File: src/rtl/ssd_scan_mux.sv
// ssd_scan_mux: time-multiplexes four hex digits plus decimal points onto a
// common-anode 4-digit seven-segment display. A slot counter divides the
// system clock into per-digit slots, each starting with a dark (blank) window
// so segments are swapped while every anode is off. Digit values are captured
// into shadow registers once per frame so a display frame never tears.
// Optional build macro: SSD_LZ_BLANK_EN enables leading-zero suppression.
module ssd_scan_mux #(
    parameter int c_REFRESH_DIV = 100000,
    parameter int c_BLANK_CYC   = 1000
) (
    input  logic       i_CLK,
    input  logic       i_RST,
    input  logic       i_EN,
    input  logic [3:0] i_Digit_1_val,
    input  logic [3:0] i_Digit_2_val,
    input  logic [3:0] i_Digit_3_val,
    input  logic [3:0] i_Digit_4_val,
    input  logic [3:0] i_DP,
    output logic [3:0] o_Anode,
    output logic [6:0] o_Seg,
    output logic       o_DP,
    output logic       o_Frame
);

    localparam int c_CNT_W = (c_REFRESH_DIV > 1) ? $clog2(c_REFRESH_DIV) : 1;
    localparam logic [c_CNT_W-1:0] c_CNT_LAST  = c_CNT_W'(c_REFRESH_DIV - 1);
    localparam logic [c_CNT_W-1:0] c_BLANK_END = c_CNT_W'(c_BLANK_CYC - 1);
    localparam logic [c_CNT_W-1:0] c_CNT_ZERO  = c_CNT_W'(0);
    localparam logic [c_CNT_W-1:0] c_CNT_ONE   = c_CNT_W'(1);

    typedef enum logic [1:0] {
        ST_IDLE  = 2'd0,
        ST_BLANK = 2'd1,
        ST_DRIVE = 2'd2
    } state_t;

    // Active-low hex font, segment order {g,f,e,d,c,b,a}.
    function automatic logic [6:0] f_hex_to_seg(input logic [3:0] val);
        logic [6:0] seg;
        case (val)
            4'h0:    seg = 7'h40;
            4'h1:    seg = 7'h79;
            4'h2:    seg = 7'h24;
            4'h3:    seg = 7'h30;
            4'h4:    seg = 7'h19;
            4'h5:    seg = 7'h12;
            4'h6:    seg = 7'h02;
            4'h7:    seg = 7'h78;
            4'h8:    seg = 7'h00;
            4'h9:    seg = 7'h10;
            4'hA:    seg = 7'h08;
            4'hB:    seg = 7'h03;
            4'hC:    seg = 7'h46;
            4'hD:    seg = 7'h21;
            4'hE:    seg = 7'h06;
            4'hF:    seg = 7'h0E;
            default: seg = 7'h7F;
        endcase
        return seg;
    endfunction

    // Select 0 is the leftmost digit; anodes are active-low.
    function automatic logic [3:0] f_sel_to_anode(input logic [1:0] sel);
        logic [3:0] an;
        case (sel)
            2'd0:    an = 4'b0111;
            2'd1:    an = 4'b1011;
            2'd2:    an = 4'b1101;
            2'd3:    an = 4'b1110;
            default: an = 4'b1111;
        endcase
        return an;
    endfunction

    state_t               state_r;
    state_t               state_s;
    logic [c_CNT_W-1:0]   cnt_r;
    logic [c_CNT_W-1:0]   cnt_s;
    logic [1:0]           sel_r;
    logic [1:0]           sel_s;
    logic                 capture_s;
    logic [3:0][3:0]      shadow_dig_r;   // index 0 = digit 1 (leftmost)
    logic [3:0]           shadow_dp_r;    // bit 3 = digit 1
    logic [1:0]           dp_idx_s;
    logic [6:0]           seg_sel_s;
    logic [3:0]           anode_s;
    logic [6:0]           seg_s;
    logic                 dp_s;
    logic [3:0]           anode_r;
    logic [6:0]           seg_r;
    logic                 dp_r;
    logic                 frame_r;

    assign dp_idx_s = 2'd3 - sel_r;

`ifdef SSD_LZ_BLANK_EN
    // A digit is suppressed while it and every digit to its left are zero
    // with no lit decimal point; the rightmost digit is never suppressed.
    logic lz_1_s;
    logic lz_2_s;
    logic lz_3_s;
    logic lz_sel_s;

    assign lz_1_s = (shadow_dig_r[0] == 4'h0) && !shadow_dp_r[3];
    assign lz_2_s = lz_1_s && (shadow_dig_r[1] == 4'h0) && !shadow_dp_r[2];
    assign lz_3_s = lz_2_s && (shadow_dig_r[2] == 4'h0) && !shadow_dp_r[1];

    // Pick the suppression flag for the digit currently selected.
    always_comb begin
        lz_sel_s = 1'b0;
        case (sel_r)
            2'd0:    lz_sel_s = lz_1_s;
            2'd1:    lz_sel_s = lz_2_s;
            2'd2:    lz_sel_s = lz_3_s;
            default: lz_sel_s = 1'b0;
        endcase
    end

    assign seg_sel_s = lz_sel_s ? 7'h7F : f_hex_to_seg(shadow_dig_r[sel_r]);
`else
    assign seg_sel_s = f_hex_to_seg(shadow_dig_r[sel_r]);
`endif

    // Next-state logic: slot counter, digit rotation and frame capture strobe.
    always_comb begin
        state_s   = state_r;
        cnt_s     = cnt_r;
        sel_s     = sel_r;
        capture_s = 1'b0;
        if (!i_EN) begin
            state_s = ST_IDLE;
            cnt_s   = c_CNT_ZERO;
            sel_s   = 2'd0;
        end else begin
            case (state_r)
                ST_IDLE: begin
                    state_s   = ST_BLANK;
                    cnt_s     = c_CNT_ZERO;
                    sel_s     = 2'd0;
                    capture_s = 1'b1;
                end
                ST_BLANK, ST_DRIVE: begin
                    if (cnt_r == c_CNT_LAST) begin
                        state_s   = ST_BLANK;
                        cnt_s     = c_CNT_ZERO;
                        sel_s     = sel_r + 2'd1;
                        capture_s = (sel_r == 2'd3);
                    end else begin
                        cnt_s = cnt_r + c_CNT_ONE;
                        if (cnt_r == c_BLANK_END) begin
                            state_s = ST_DRIVE;
                        end else begin
                            state_s = state_r;
                        end
                    end
                end
                default: begin
                    state_s = ST_IDLE;
                    cnt_s   = c_CNT_ZERO;
                    sel_s   = 2'd0;
                end
            endcase
        end
    end

    // Output decode from the current state; disable darkens on the next edge.
    always_comb begin
        anode_s = 4'b1111;
        seg_s   = 7'h7F;
        dp_s    = 1'b1;
        if (i_EN) begin
            case (state_r)
                ST_BLANK: begin
                    seg_s = seg_sel_s;
                end
                ST_DRIVE: begin
                    anode_s = f_sel_to_anode(sel_r);
                    seg_s   = seg_sel_s;
                    dp_s    = ~shadow_dp_r[dp_idx_s];
                end
                default: begin
                    anode_s = 4'b1111;
                    seg_s   = 7'h7F;
                    dp_s    = 1'b1;
                end
            endcase
        end else begin
            anode_s = 4'b1111;
            seg_s   = 7'h7F;
            dp_s    = 1'b1;
        end
    end

    // Scan state registers.
    always_ff @(posedge i_CLK or posedge i_RST) begin
        if (i_RST) begin
            state_r <= ST_IDLE;
            cnt_r   <= c_CNT_ZERO;
            sel_r   <= 2'd0;
        end else begin
            state_r <= state_s;
            cnt_r   <= cnt_s;
            sel_r   <= sel_s;
        end
    end

    // Shadow capture at frame start only, so a frame is never torn.
    always_ff @(posedge i_CLK or posedge i_RST) begin
        if (i_RST) begin
            shadow_dig_r <= 16'h0000;
            shadow_dp_r  <= 4'h0;
        end else if (capture_s) begin
            shadow_dig_r <= {i_Digit_4_val, i_Digit_3_val, i_Digit_2_val, i_Digit_1_val};
            shadow_dp_r  <= i_DP;
        end else begin
            shadow_dig_r <= shadow_dig_r;
            shadow_dp_r  <= shadow_dp_r;
        end
    end

    // Registered display outputs; anode and segments update on the same edge.
    always_ff @(posedge i_CLK or posedge i_RST) begin
        if (i_RST) begin
            anode_r <= 4'b1111;
            seg_r   <= 7'h7F;
            dp_r    <= 1'b1;
            frame_r <= 1'b0;
        end else begin
            anode_r <= anode_s;
            seg_r   <= seg_s;
            dp_r    <= dp_s;
            frame_r <= capture_s;
        end
    end

    assign o_Anode = anode_r;
    assign o_Seg   = seg_r;
    assign o_DP    = dp_r;
    assign o_Frame = frame_r;

endmodule

File: config.mk
export PLATFORM = sky130hd
export DESIGN_NAME = ssd_scan_mux
export DESIGN_NICKNAME = d
export VERILOG_FILES = /design/src/rtl/ssd_scan_mux.sv
export SDC_FILE = /design/constraint.sdc
export NUM_CORES = 1
export LEC_CHECK = 0
export ABC_AREA = 1
export BUFFER_PORTS_ARGS = -buffer_cell sky130_fd_sc_hd__buf_2
export CAP_MARGIN = 20
export CORE_MARGIN = 5
export CORE_UTILIZATION = 50
export DETAILED_ROUTE_END_ITERATION = 10
export GPL_TIMING_DRIVEN = 0
export HOLD_SLACK_MARGIN = 0.1
export PLACE_DENSITY = 0.72
export SLEW_MARGIN = 10
export SYNTH_ARGS = -nofsm -noshare
export SYNTH_HDL_FRONTEND = slang
export SYNTH_SLANG_ARGS = --single-unit
File: constraint.sdc
create_clock -name i_CLK -period 4.8 [get_ports i_CLK]
set_clock_uncertainty 0.1 [all_clocks]
set_input_delay 0.24 -clock i_CLK [delete_from_list [all_inputs] [get_ports i_CLK]]
set_output_delay 0.24 -clock i_CLK [all_outputs]
set_load 0.05 [all_outputs]
# After elaboration in Yosys (flattened, before gate mapping)
# Memory sizes are Yosys's and may differ from the RTL's.
# Cells that the tools add are included.
# classes
n_addsub	3
n_eq_ne	9
bitwise	1
reduce_logical	3
mux	24
magnitude_cmp	2
# op_table
operator	n
17-bit 2-to-1 mux	3
17-bit by 1-bit adder with 17-bit output, second input constant	1
17-bit by 10-bit == test with 1-bit output, second input constant	1
17-bit == test, second input constant	1
4-bit case mux with 4 select lines	1
7-bit 2-to-1 mux	2
2-bit 2-to-1 mux	6
4-bit 2-to-1 mux	3
4-bit binary-select mux with 2-bit select	1
2-bit == test, second input constant	3
2-bit by 3-bit < comparator with 1-bit output, second input constant	2
1-bit 2-to-1 mux	5
2-bit by 1-bit == test with 1-bit output, second input constant	2
2-bit zero test	2
4-bit by 2-bit != test with 1-bit output, second input constant	1
2-bit case mux with 2 select lines	1
3-bit by 2-bit != test with 1-bit output, second input constant	1
2-bit by 1-bit adder with 2-bit output, second input constant	1
1-bit binary-select mux with 2-bit select	1
1-bit case mux with 2 select lines	1
2-bit OR reduction	1
2-bit subtractor, first input constant	1
1-bit NOT	1
# totals
elab_cells	55
input_bits	23
memories	1
out_inout_bits	13
register_bits	54
mem_bits_ro	112
# memory_table
memory	depth	word_bits	rd	rd_ports_with_merged_regs	wr	line	text
(no name shown)	16	7	1	0	0	40	case (val)

# Logic depth before layout (Yosys ltp)
# Gate-level depths: netlist (run 1).
# depth
word_depth	6
ltp_mapped	10
mapped_depth_nobuf	10

# Worst setup path after synthesis (run 1)
# Ideal clock, no wire load.
# synth_path
kind	reg2reg
start	register sel_r[0]
end	register seg_r[3] (netlist: o_Seg[3])
period_less_slack_ns	1.619
t_arrival_ns	1.435
required_time_ns	4.617
slack_ns	3.181
n_path_buf	1
stages_incl_launch_ff	11
setup_time_ns	0.083
cell_sequence	dfrtp_1 buf_6 nand2_1 nand3_1 nand2_1 inv_1 ha_1 nand2_1 o21ai_0 nand2_1 nand3_1
# synth_via
elab_chain_cells	5
# synth_lines
item	line	text
from (decl)	79	logic [1:0] sel_r;
from (signal assigned)	203	sel_r <= sel_s;
4-bit binary-select mux with 2-bit select	121	assign seg_sel_s = f_hex_to_seg(shadow_dig_r[sel_r]);
4-bit 2-to-1 mux (implied by the code)	121	
memory read 16 x 7 bit	n/a	
7-bit 2-to-1 mux	172	case (state_r)
7-bit 2-to-1 mux	171	if (i_EN) begin
named net seg_s[3]	87	logic [6:0] seg_s;
to (signal assigned)	230	seg_r <= seg_s;
to (decl)	90	logic [6:0] seg_r;
# The timed path passes the listed nets, and every way through them passes these cells. The select of a mux whose other input is x is not followed.
# A chain may end at the register's enable or synchronous reset.

# Worst setup path after layout (run 1)
# Same ends and word-level chain as after synthesis.

==> results of run 1 <==
report_power, final:
part	total (mW)	switching, mW	internal (mW)
clock network	0.359	0.150	0.209
logic	0.319	0.207	0.112
registers	0.556	0.0317	0.525
stage by stage:
| step | hold slack [ps] | instance area, µm² | setup WS, ps |
|---|---|---|---|
| floorplan | 285 | 2950 | 3170 |
| global placement | 353 | 3220 | 2500 |
| detailed placement | 201 | 3240 | 2910 |
| CTS | 160 | 3580 | 2880 |
| global route | 168 | 3580 | 2710 |
| finish | 166 | 3580 | 2860 |
routing by layer:
| layer | GRT usage (%) | part of all wire, % | vias to the layer above |
|---|---|---|---|
| met3 | 3.42 | 4.3 | 5 |
| li1 | - | - | 1286 |
| met5 | 0 | 0 | - |
| met4 | 2.97 | 0.60 | 0 |
| met1 | 23.2 | 45 | 1194 |
| met2 | 34.2 | 50 | 50 |
placed cells by master, fill, tap and decap left out, types with 7 or more instances in the layout:
master / count
nand2_1: 115
dfrtp_1: 42
nand3_1: 41
buf_2: 37
nor2_1: 34
inv_1: 26
dlygate4sd3_1: 21
ha_1: 15
dfstp_2: 12
nor2_2: 7
inv_2: 7
a21oi_1: 7
worst paths after layout:
check,cells past startpoint,endpoint,slack (ps)
min in group asynchronous,3,shadow_dig_r[2]$_DFFE_PP0P_,400
min reg2reg,2,shadow_dp_r[2]$_DFFE_PP0P_,380
max reg2reg,10,o_Seg[3]$_DFF_PP1_,2860
max,10,o_Seg[3]$_DFF_PP1_,2860
min,3,cnt_r[13]$_DFF_PP0_,170
max in group asynchronous,4,o_DP$_DFF_PP1_,3590
flip-flops by register name, summed over array words and instances, names as in the netlist:
name,cells
o_Frame,1
state_r,2
o_Anode,4
cnt_r,17
shadow_dp_r,4
o_DP,1
o_Seg,7
sel_r,2
shadow_dig_r,16
worst max-delay path: cells and delay by family (launching register included):
family | cells | cell delay [ps]
AOI/OAI and AO/OA | 1 | 100
adders and majority gates | 1 | 220
buffers and inverters | 2 | 280
DFF | 1 | 530
and+or+nand+nor | 6 | 650
kinds of logic (layout without fill, tap and decap cells):
family	after synthesis	in the layout	synth area share (%)
AOI/OAI and AO/OA	25	25	5.27
and+or+nand+nor	222	222	34.0
buffers and inverters	43	108	7.09
xor gates and xnor gates	3	3	0.892
DFF	54	54	46.4
adders and majority gates	15	15	6.37
Yosys cell counts (4+ instances only):
master     n
nor3_1     6
nor2_1    34
nor2_2     7
dfrtp_1   42
dfstp_2   12
inv_1     27
inv_2      6
nand4_1    4
ha_1      15
a21oi_1    7
o21ai_0    6
nand2_1  115
nand3_1   41
buf_6      5
nand2_2    4
final cells by class:
type | instances | area (µm²)
well taps | 75 | 93.8
clock buffers | 5 | 68.8
flip-flops and latches | 54 | 1370
repair buffers | 57 | 405
plain buffers | 9 | 81.3
multi-input cells | 265 | 1370
clock inverters | 3 | 68.8
fillers | 524 | 2230
inverters | 34 | 128
==> results_dict.tcl, run 1 <==
set metrics [dict create \
    clk_latency_ps 310 \
    timing_worst_slew_pin_value_ps 500 \
    postCtsSetupBuffers 0 \
    synth_fp_nets 400 \
    io_buffers 35 \
    ys_warn_count 0 \
    grt_pass1_vias 2565 \
    post-route-util_pct 61.6 \
    drv_cap 0 \
    antenna_found_initial 0 \
    die_w_um 86.8 \
    synth_top_area_cell "dfrtp_1" \
    cp-start-kind "flip-flop" \
    avgSynthCellArea_um2 8.14 \
    overflow 0 \
    period_share_pct 40.5 \
    setup.worst_path.start "sel_r[0]$_DFFE_PP0P_" \
    die_y_um 86.8 \
    cts_tree "built" \
    yosys_most_used_dff "dfrtp_1" \
    hold_class "in2reg" \
    worstSetupPathType "reg2reg" \
    ys_types 33 \
    synth.area.top_cells "dfrtp_1 36%, nand2_1 15%, dfstp_2 11%" \
    postCtsHoldBufs 21 \
    grt_util_all_layers_pct 18.7 \
    drt_iter0_drc 136 \
    antenna_left 0 \
    hold_viol_final 0 \
    die_area_um2 7530 \
    p_per_area_nw_per_um2 344 \
    cts.sinks 54 \
    power.total_mw 1.23 \
    path_max_fanout 11 \
    synth-seq-area-share_pct 46.4 \
    wl_per_cell_um 12.7 \
    start_util_pct 50.7 \
    drt-total-wl_mm 6.38 \
    endpoint_kind "flip-flop" \
    arrival_ps 2080 \
    first_pass_iters 4 \
    worst_path_most_repeated_cell "nand2_1" \
    finalSetupViolations 0 \
    crit_chain "inv_2 > nand2_1 > nand3_1 > nand2_1 > inv_1 > ha_1 > nand2_1 > o21ai_0 > nand2_1 > nand3_1" \
    cts.clk_slew.worst_paths_ps 90 \
    relSlewSlack_pct 66.6 \
    vias 2535 \
    finalMaxSlewViolations 0 \
    drc_errors 0 \
    ctsResizeCount 0 \
    dp_cells 473 \
    vdd_drop_max_mv 0.185 \
    finalNonFillerCells 502 \
    max_freq_mhz 515 \
    drive_gt1_share_pct 22.2 \
    ys_ff_latch 54 \
    syn-cell-area_um2 2950 \
    clock_path_buffers 2 \
    leakage_nw 1.75 \
    synth_edf_count 0 \
    synthCells 362 \
    hp-start "i_EN" \
    pin_count 36 \
    gp_congestion 0.902 \
    rr_startpoint "sel_r[0]$_DFFE_PP0P_" \
    max_stage_delay_ps 530 \
    status "finished clean" \
    vias_per_cell 5.05 \
    rsz0062_at_grt "no" \
    async_flop_share_pct 100 \
    dp_hpwl_mm 4.64 \
    critical_path_required_ps 4930 \
    finalSetupTns_ps 0 \
    synth_top_area_share_pct 35.7 \
    diodes 0 \
    cts_buffers 5 \
    cp_slowest_cell "dfrtp_1" \
    grt_max_degree 33 \
    core_area_um2 5820 \
    syn_to_final_growth_pct 21.6 \
    final_nets 464 \
    htreeDepth 2 \
    rows 28 \
    cts_root_buffer "clkbuf_8" \
    grt_pass1_wl_mm 11.3 \
    period_minus_slack_ps 1940 \
]
Power figures use the tool's default switching activity.
==> run 2, diff against run 1 <==
--- a/config.mk
+++ b/config.mk
@@ -5,7 +5,7 @@
 export SDC_FILE = /design/constraint.sdc
 export NUM_CORES = 1
 export LEC_CHECK = 0
-export ABC_AREA = 1
+export ABC_AREA = 0
 export BUFFER_PORTS_ARGS = -buffer_cell sky130_fd_sc_hd__buf_2
 export CAP_MARGIN = 20
 export CORE_MARGIN = 5
==> constraint.sdc (replaced) <==
create_clock -name i_CLK -period 2 [get_ports i_CLK]
set_clock_uncertainty 0.1 [all_clocks]
set_input_delay 0.1 -clock i_CLK [delete_from_list [all_inputs] [get_ports i_CLK]]
set_output_delay 0.1 -clock i_CLK [all_outputs]
set_load 0.05 [all_outputs]
==> results_dict.tcl, run 2 <==
set metrics [dict create \
    synth-simple-area-share_pct 16.1 \
    cts.sinks 54 \
    synth_edf_count 0 \
    io_buffers 35 \
    post-route-util_pct 63.8 \
    period_share_pct 98.2 \
    regMostFlops "cnt_r" \
    async_flop_share_pct 100 \
    dp_hpwl_mm 4.44 \
    hold_viol_final 0 \
    status "finished clean" \
    vdd_drop_max_mv 0.539 \
    synth_fp_nets 313 \
    met3_usage_pct 3.86 \
    final_area_um2 3760 \
    cts_tree "built" \
    pwr-share-seq_pct 46.3 \
    antenna_found_initial 0 \
    pwr-share-comb_pct 26.7 \
    synth.area.top_cells "dfrtp_1 35%, dfstp_2 10%, o32ai_2 10%" \
    ys_warn_count 0 \
    grt.met1_usage_pct 25.0 \
    vias_per_cell 5.42 \
    cp-start-kind "flip-flop" \
    grt_max_degree 37 \
    yosysMostFrequentCell "dfrtp_1" \
    synth_xor_area_share_pct 3.20 \
    rsz0062_at_grt "yes" \
    syn-cell-area_um2 3010 \
    diodes 0 \
    path_max_fanout 6 \
    max_freq_mhz 509 \
    p_sw_mw 0.837 \
    core_area_um2 5890 \
    final_nets 387 \
    placed_cell_area_um2 3290 \
    seq_area_um2 1370 \
    drc_errors 0 \
    critical_path_required_ps 2110 \
    n_fill_cell 486 \
    synth-seq-area-share_pct 45.4 \
    final_cell_mix "42 x dfrtp_1, 38 x buf_2, 29 x nand2_1" \
    final_common_cell "dfrtp_1" \
    finalMaxSlewViolations 0 \
    avgSynthCellArea_um2 10.9 \
    swShare_pct 30.2 \
    wl_per_cell_um 15.5 \
    grt_pass1_vias 2283 \
    multi_input_area_um2 1460 \
    cts_root_buffer "clkbuf_8" \
    hold_class "in2async" \
    p_clk_share_pct 27.1 \
    die_area_um2 7660 \
    muxShareOfSynthArea_pct 5.83 \
    synthTopCellsByCount "42 x dfrtp_1, 31 x inv_1, 30 x nand2_1" \
    first_pass_iters 4 \
    intPower_mw 1.93 \
    synth_top_area_cell "dfrtp_1" \
    syn_to_final_growth_pct 25.0 \
    synthAdderAreaFrac_pct 6.24 \
    die_y_um 87.5 \
    largest_reg_flops 17 \
    ys_types 43 \
    leakage_nw 1.68 \
    ys_ff_latch 54 \
    start_util_pct 51.1 \
    htreeDepth 2 \
    synth_top_area_share_pct 35.0 \
    period_minus_slack_ps 1960 \
    clock_path_buffers 2 \
    worstSetupPathType "reg2reg" \
    relSlewSlack_pct 51.6 \
    yosys_most_used_dff "dfrtp_1" \
    die_w_um 87.5 \
    clk_latency_ps 310 \
    antenna_left 0 \
    drive_gt1_share_pct 32.9 \
    overflow 0 \
    grt_util_met2_pct 30.2 \
    cts.clk_slew.worst_paths_ps 100 \
    cts_buffers 5 \
    synth_compound_gate_area_share_pct 15.8 \
    drt_iter0_drc 106 \
    gp_congestion 0.913 \
    drv_cap 0 \
    vias 2304 \
    finalSetupViolations 0 \
    grt.busiest_layer "met2" \
    rows 28 \
    drt-total-wl_mm 6.59 \
    grt_pass1_wl_mm 11.1 \
    timing_worst_slew_pin_value_ps 726 \
    pin_count 36 \
    p_per_area_nw_per_um2 737 \
    grt_util_all_layers_pct 18.5 \
    endpoint_kind "flip-flop" \
    arrival_ps 2080 \
    synth_top_family_by_area "simple AND/OR/NAND/NOR gates" \
    synthCells 275 \
]
-- run 2: worst paths after layout --
path / from / to / slack, ps / depth (start not counted)
worst max register to register: sel_r[0]$_DFFE_PP0P_ / o_Seg[3]$_DFF_PP1_ / 40 / 7
worst min-delay path: i_RST / shadow_dig_r[15]$_DFFE_PP0P_ / 230 / 3
min in group i_CLK: cnt_r[0]$_DFF_PP0_ / cnt_r[0]$_DFF_PP0_ / 390 / 1
worst max-delay path: sel_r[0]$_DFFE_PP0P_ / o_Seg[3]$_DFF_PP1_ / 40 / 7
max in group asynchronous: i_RST / o_Anode[0]$_DFF_PP1_ / 960 / 4
worst min register to register: cnt_r[0]$_DFF_PP0_ / cnt_r[0]$_DFF_PP0_ / 390 / 1
-- run 2: layout make-up --
type	instances	area share, %
plain buffers	16	2.93
multi-input cells	173	38.9
repair buffers	68	13.1
flip-flops and latches	54	36.4
clock buffers	7	2.30
inverters	31	3.16
well taps	75	2.50
clock inverters	1	0.799
-- run 2: logic make-up after synthesis --
group,after synthesis
buffers and inverters,48
XOR/XNOR,11
AO/OA/AOI/OAI,46
adder cells (fa/ha/maj),15
flip-flops,54
multiplexers,10
AND/OR/NAND/NOR,91
-- run 2: power by group through the flow --
stage	registers, mW	clock network (mW)	logic (mW)
floorplan	1.36	0	0.425
global placement	1.29	0	0.629
detailed placement	1.30	0	0.651
CTS	1.28	0.775	0.711
global route	1.29	0.817	0.809
finish	1.28	0.749	0.738
-- run 2: critical path: stages (launching register included) --
cell,delay [ps]
dfrtp_1,380
buf_6,150
mux4_2,580
inv_4,100
ha_1,130
inv_1,70
a2111oi_2,300
a31oi_1,70
-- run 2: repair_timing --
item,in CTS,in global routing
pin swaps,2,2
endpoints found under the setup margin,30,36
gates cloned,0,1
hold buffers,22,0
gates resized for setup,6,15
setup buffers,4,5
hold endpoints to repair,67,0
-- run 2: through the flow --
step	setup TNS, ps	hold slack, ps	setup slack (ps)	std cells	total power, mW
6_report	0	232	35.3	425	2.77
5_1_grt	-462	270	-48.3	425	2.92
4_1_cts	0	239	17.3	419	2.77
3_5_place_dp	-1340	36.4	-258	386	1.95
3_3_place_gp	-10220	262	-221	385	1.92
2_1_floorplan	0	68.8	50.3	275	1.79
-- run 2: routing by layer --
layer  part of all wire [%]  up-vias
met5                      0        -
met4                    1.1        0
met3                    4.4        5
met2                     50       46
met1                     45     1135
li1                       -     1118
==> run 3, diff against run 2 <==
==> constraint.sdc (replaced) <==
create_clock -name i_CLK -period 2 [get_ports i_CLK]
set_clock_uncertainty 0.1 [all_clocks]
set_input_delay 0.3 -clock i_CLK [delete_from_list [all_inputs] [get_ports i_CLK]]
set_output_delay 0.3 -clock i_CLK [all_outputs]
set_load 0.05 [all_outputs]
==> results_dict.tcl, run 3 (synthesis gave the netlist of run 2 again) <==
set metrics [dict create \
    period_share_pct 98.3 \
    clock_path_buffers 2 \
    grt_util_met2_pct 28.5 \
    worstSetupPathType "reg2reg" \
    vias_per_cell 5.52 \
    cp-start-kind "flip-flop" \
    finalSetupViolations 0 \
    vdd_drop_max_mv 0.550 \
    drv_cap 0 \
    rows 28 \
    antenna_left 0 \
    grt_pass1_wl_mm 10.7 \
    p_per_area_nw_per_um2 770 \
    final_nets 366 \
    period_minus_slack_ps 1970 \
    rsz0062_at_grt "yes" \
    overflow 0 \
    htreeDepth 2 \
    met3_usage_pct 4.05 \
    die_area_um2 7660 \
    cts.sinks 54 \
    grt.met1_usage_pct 24.5 \
    core_area_um2 5890 \
    largest_reg_flops 17 \
    grt_pass1_vias 2191 \
    final_cell_mix "42 x dfrtp_1, 38 x buf_2, 29 x nand2_1" \
    dp_hpwl_mm 4.44 \
    finalMaxSlewViolations 0 \
    relSlewSlack_pct 51.4 \
    start_util_pct 51.1 \
    final_common_cell "dfrtp_1" \
    cts.clk_slew.worst_paths_ps 90 \
    cts_tree "built" \
    timing_worst_slew_pin_value_ps 730 \
    drive_gt1_share_pct 35.0 \
    clk_latency_ps 310 \
    die_y_um 87.5 \
    post-route-util_pct 60.3 \
    min_to "o_Anode[1]$_DFF_PP1_" \
    rr_startpoint "cnt_r[0]$_DFF_PP0_" \
    grt.busiest_layer "met2" \
    antenna_found_initial 0 \
    drt_iter0_drc 94 \
    hold_class "in2reg" \
    p_clk_share_pct 27.3 \
    gp_congestion 0.913 \
    finalNonFillerCells 404 \
    diodes 0 \
    pwr-share-comb_pct 25.8 \
    first_pass_iters 4 \
    die_w_um 87.5 \
    endpoint_kind "flip-flop" \
    swShare_pct 30.3 \
    fin_hold_ws_ps 135 \
    path_max_fanout 10 \
    hold_viol_final 0 \
    status "finished clean" \
    vias 2232 \
    drc_errors 0 \
    intPower_mw 1.90 \
    arrival_ps 2070 \
    p_sw_mw 0.828 \
    hold_depth 2 \
    dp_cells 386 \
    grt_max_degree 37 \
    critical_path_required_ps 2100 \
    max_freq_mhz 509 \
    grt_util_all_layers_pct 17.9 \
    pin_count 36 \
    r2r_end "shadow_dig_r[1]$_DFFE_PP0P_" \
    syn_to_final_growth_pct 18.0 \
    cts_root_buffer "clkbuf_8" \
    hp-start "i_EN" \
    drt-total-wl_mm 6.36 \
    io_buffers 35 \
    leakage_nw 1.59 \
    cts_buffers 5 \
    regMostFlops "cnt_r" \
    pwr-share-seq_pct 46.9 \
    wl_per_cell_um 15.8 \
    r2r_slack_ps 30 \
    reg2reg_depth 7 \
]
## run 3: changes by cell type in the layout (fill, tap and decap cells not counted)
cell,delta
dlygate4sd3_1,-21
## run 3: metal layers
metal  vias to the layer above  part of all wire, %
met4                         0                  1.1
li1                       1076                    -
met5                         -                    0
met3                         4                  4.4
met2                        40                   49
met1                      1112                   45
## run 3: cell type report
class	instances	area, µm²
clock inverter	1	30.0
buffer	16	110
fill	511	2340
clock buffer	7	86.3
timing repair buffer	47	280
multi-input combinational	173	1460
tap	75	93.8
inverter	31	119
sequential	54	1370
## run 3: worst max-delay path by stage
stage | from | endpoint | slack (ps) | depth (start not counted)
final | cnt_r[0]$_DFF_PP0_ | shadow_dig_r[1]$_DFFE_PP0P_ | 30 | 7
after global routing | cnt_r[0]$_DFF_PP0_ | shadow_dig_r[5]$_DFFE_PP0P_ | -40 | 7
after CTS | sel_r[0]$_DFFE_PP0P_ | o_Seg[3]$_DFF_PP1_ | 20 | 8
after detailed placement | sel_r[1]$_DFFE_PP0P_ | o_Seg[3]$_DFF_PP1_ | -260 | 7
after global placement | i_RST | sel_r[0]$_DFFE_PP0P_ | -420 | 2
after floorplan | sel_r[0]$_DFFE_PP0P_ | o_Seg[3]$_DFF_PP1_ | 50 | 7
## run 3: power groups by stage
stage,Combinational (mW),Clock (mW),Sequential (mW)
2_1_floorplan,0.425,0,1.36
3_3_place_gp,0.629,0,1.29
3_5_place_dp,0.651,0,1.30
4_1_cts,0.680,0.775,1.28
5_1_grt,0.774,0.821,1.29
6_report,0.705,0.745,1.28
## run 3: what timing repair did
action | CTS | global route
hold buffers | 1 | 0
pin swaps | 2 | 2
setup buffers | 4 | 5
resized for setup | 6 | 15
setup endpoints to repair | 30 | 36
hold endpoints to repair | 18 | 0
gates cloned | 0 | 1
## run 3: critical path, stage by stage, from the launching register on
cell and delay (ps):
dfrtp_1 400, ha_2 220, and4_1 220, buf_6 130
nand3_4 100, o31a_1 320, buf_6 180, o32ai_2 190
## run 3: per-stage QoR
step,area (µm²),power [mW],TNS (ps),setup slack [ps]
final,3550,2.73,0,34.6
after global routing,3550,2.89,-412,-44.5
after CTS,3450,2.74,0,17.3
after detailed placement,3290,1.95,-1340,-258
after global placement,3270,1.92,-18620,-421
after floorplan,3000,1.79,0,50.3
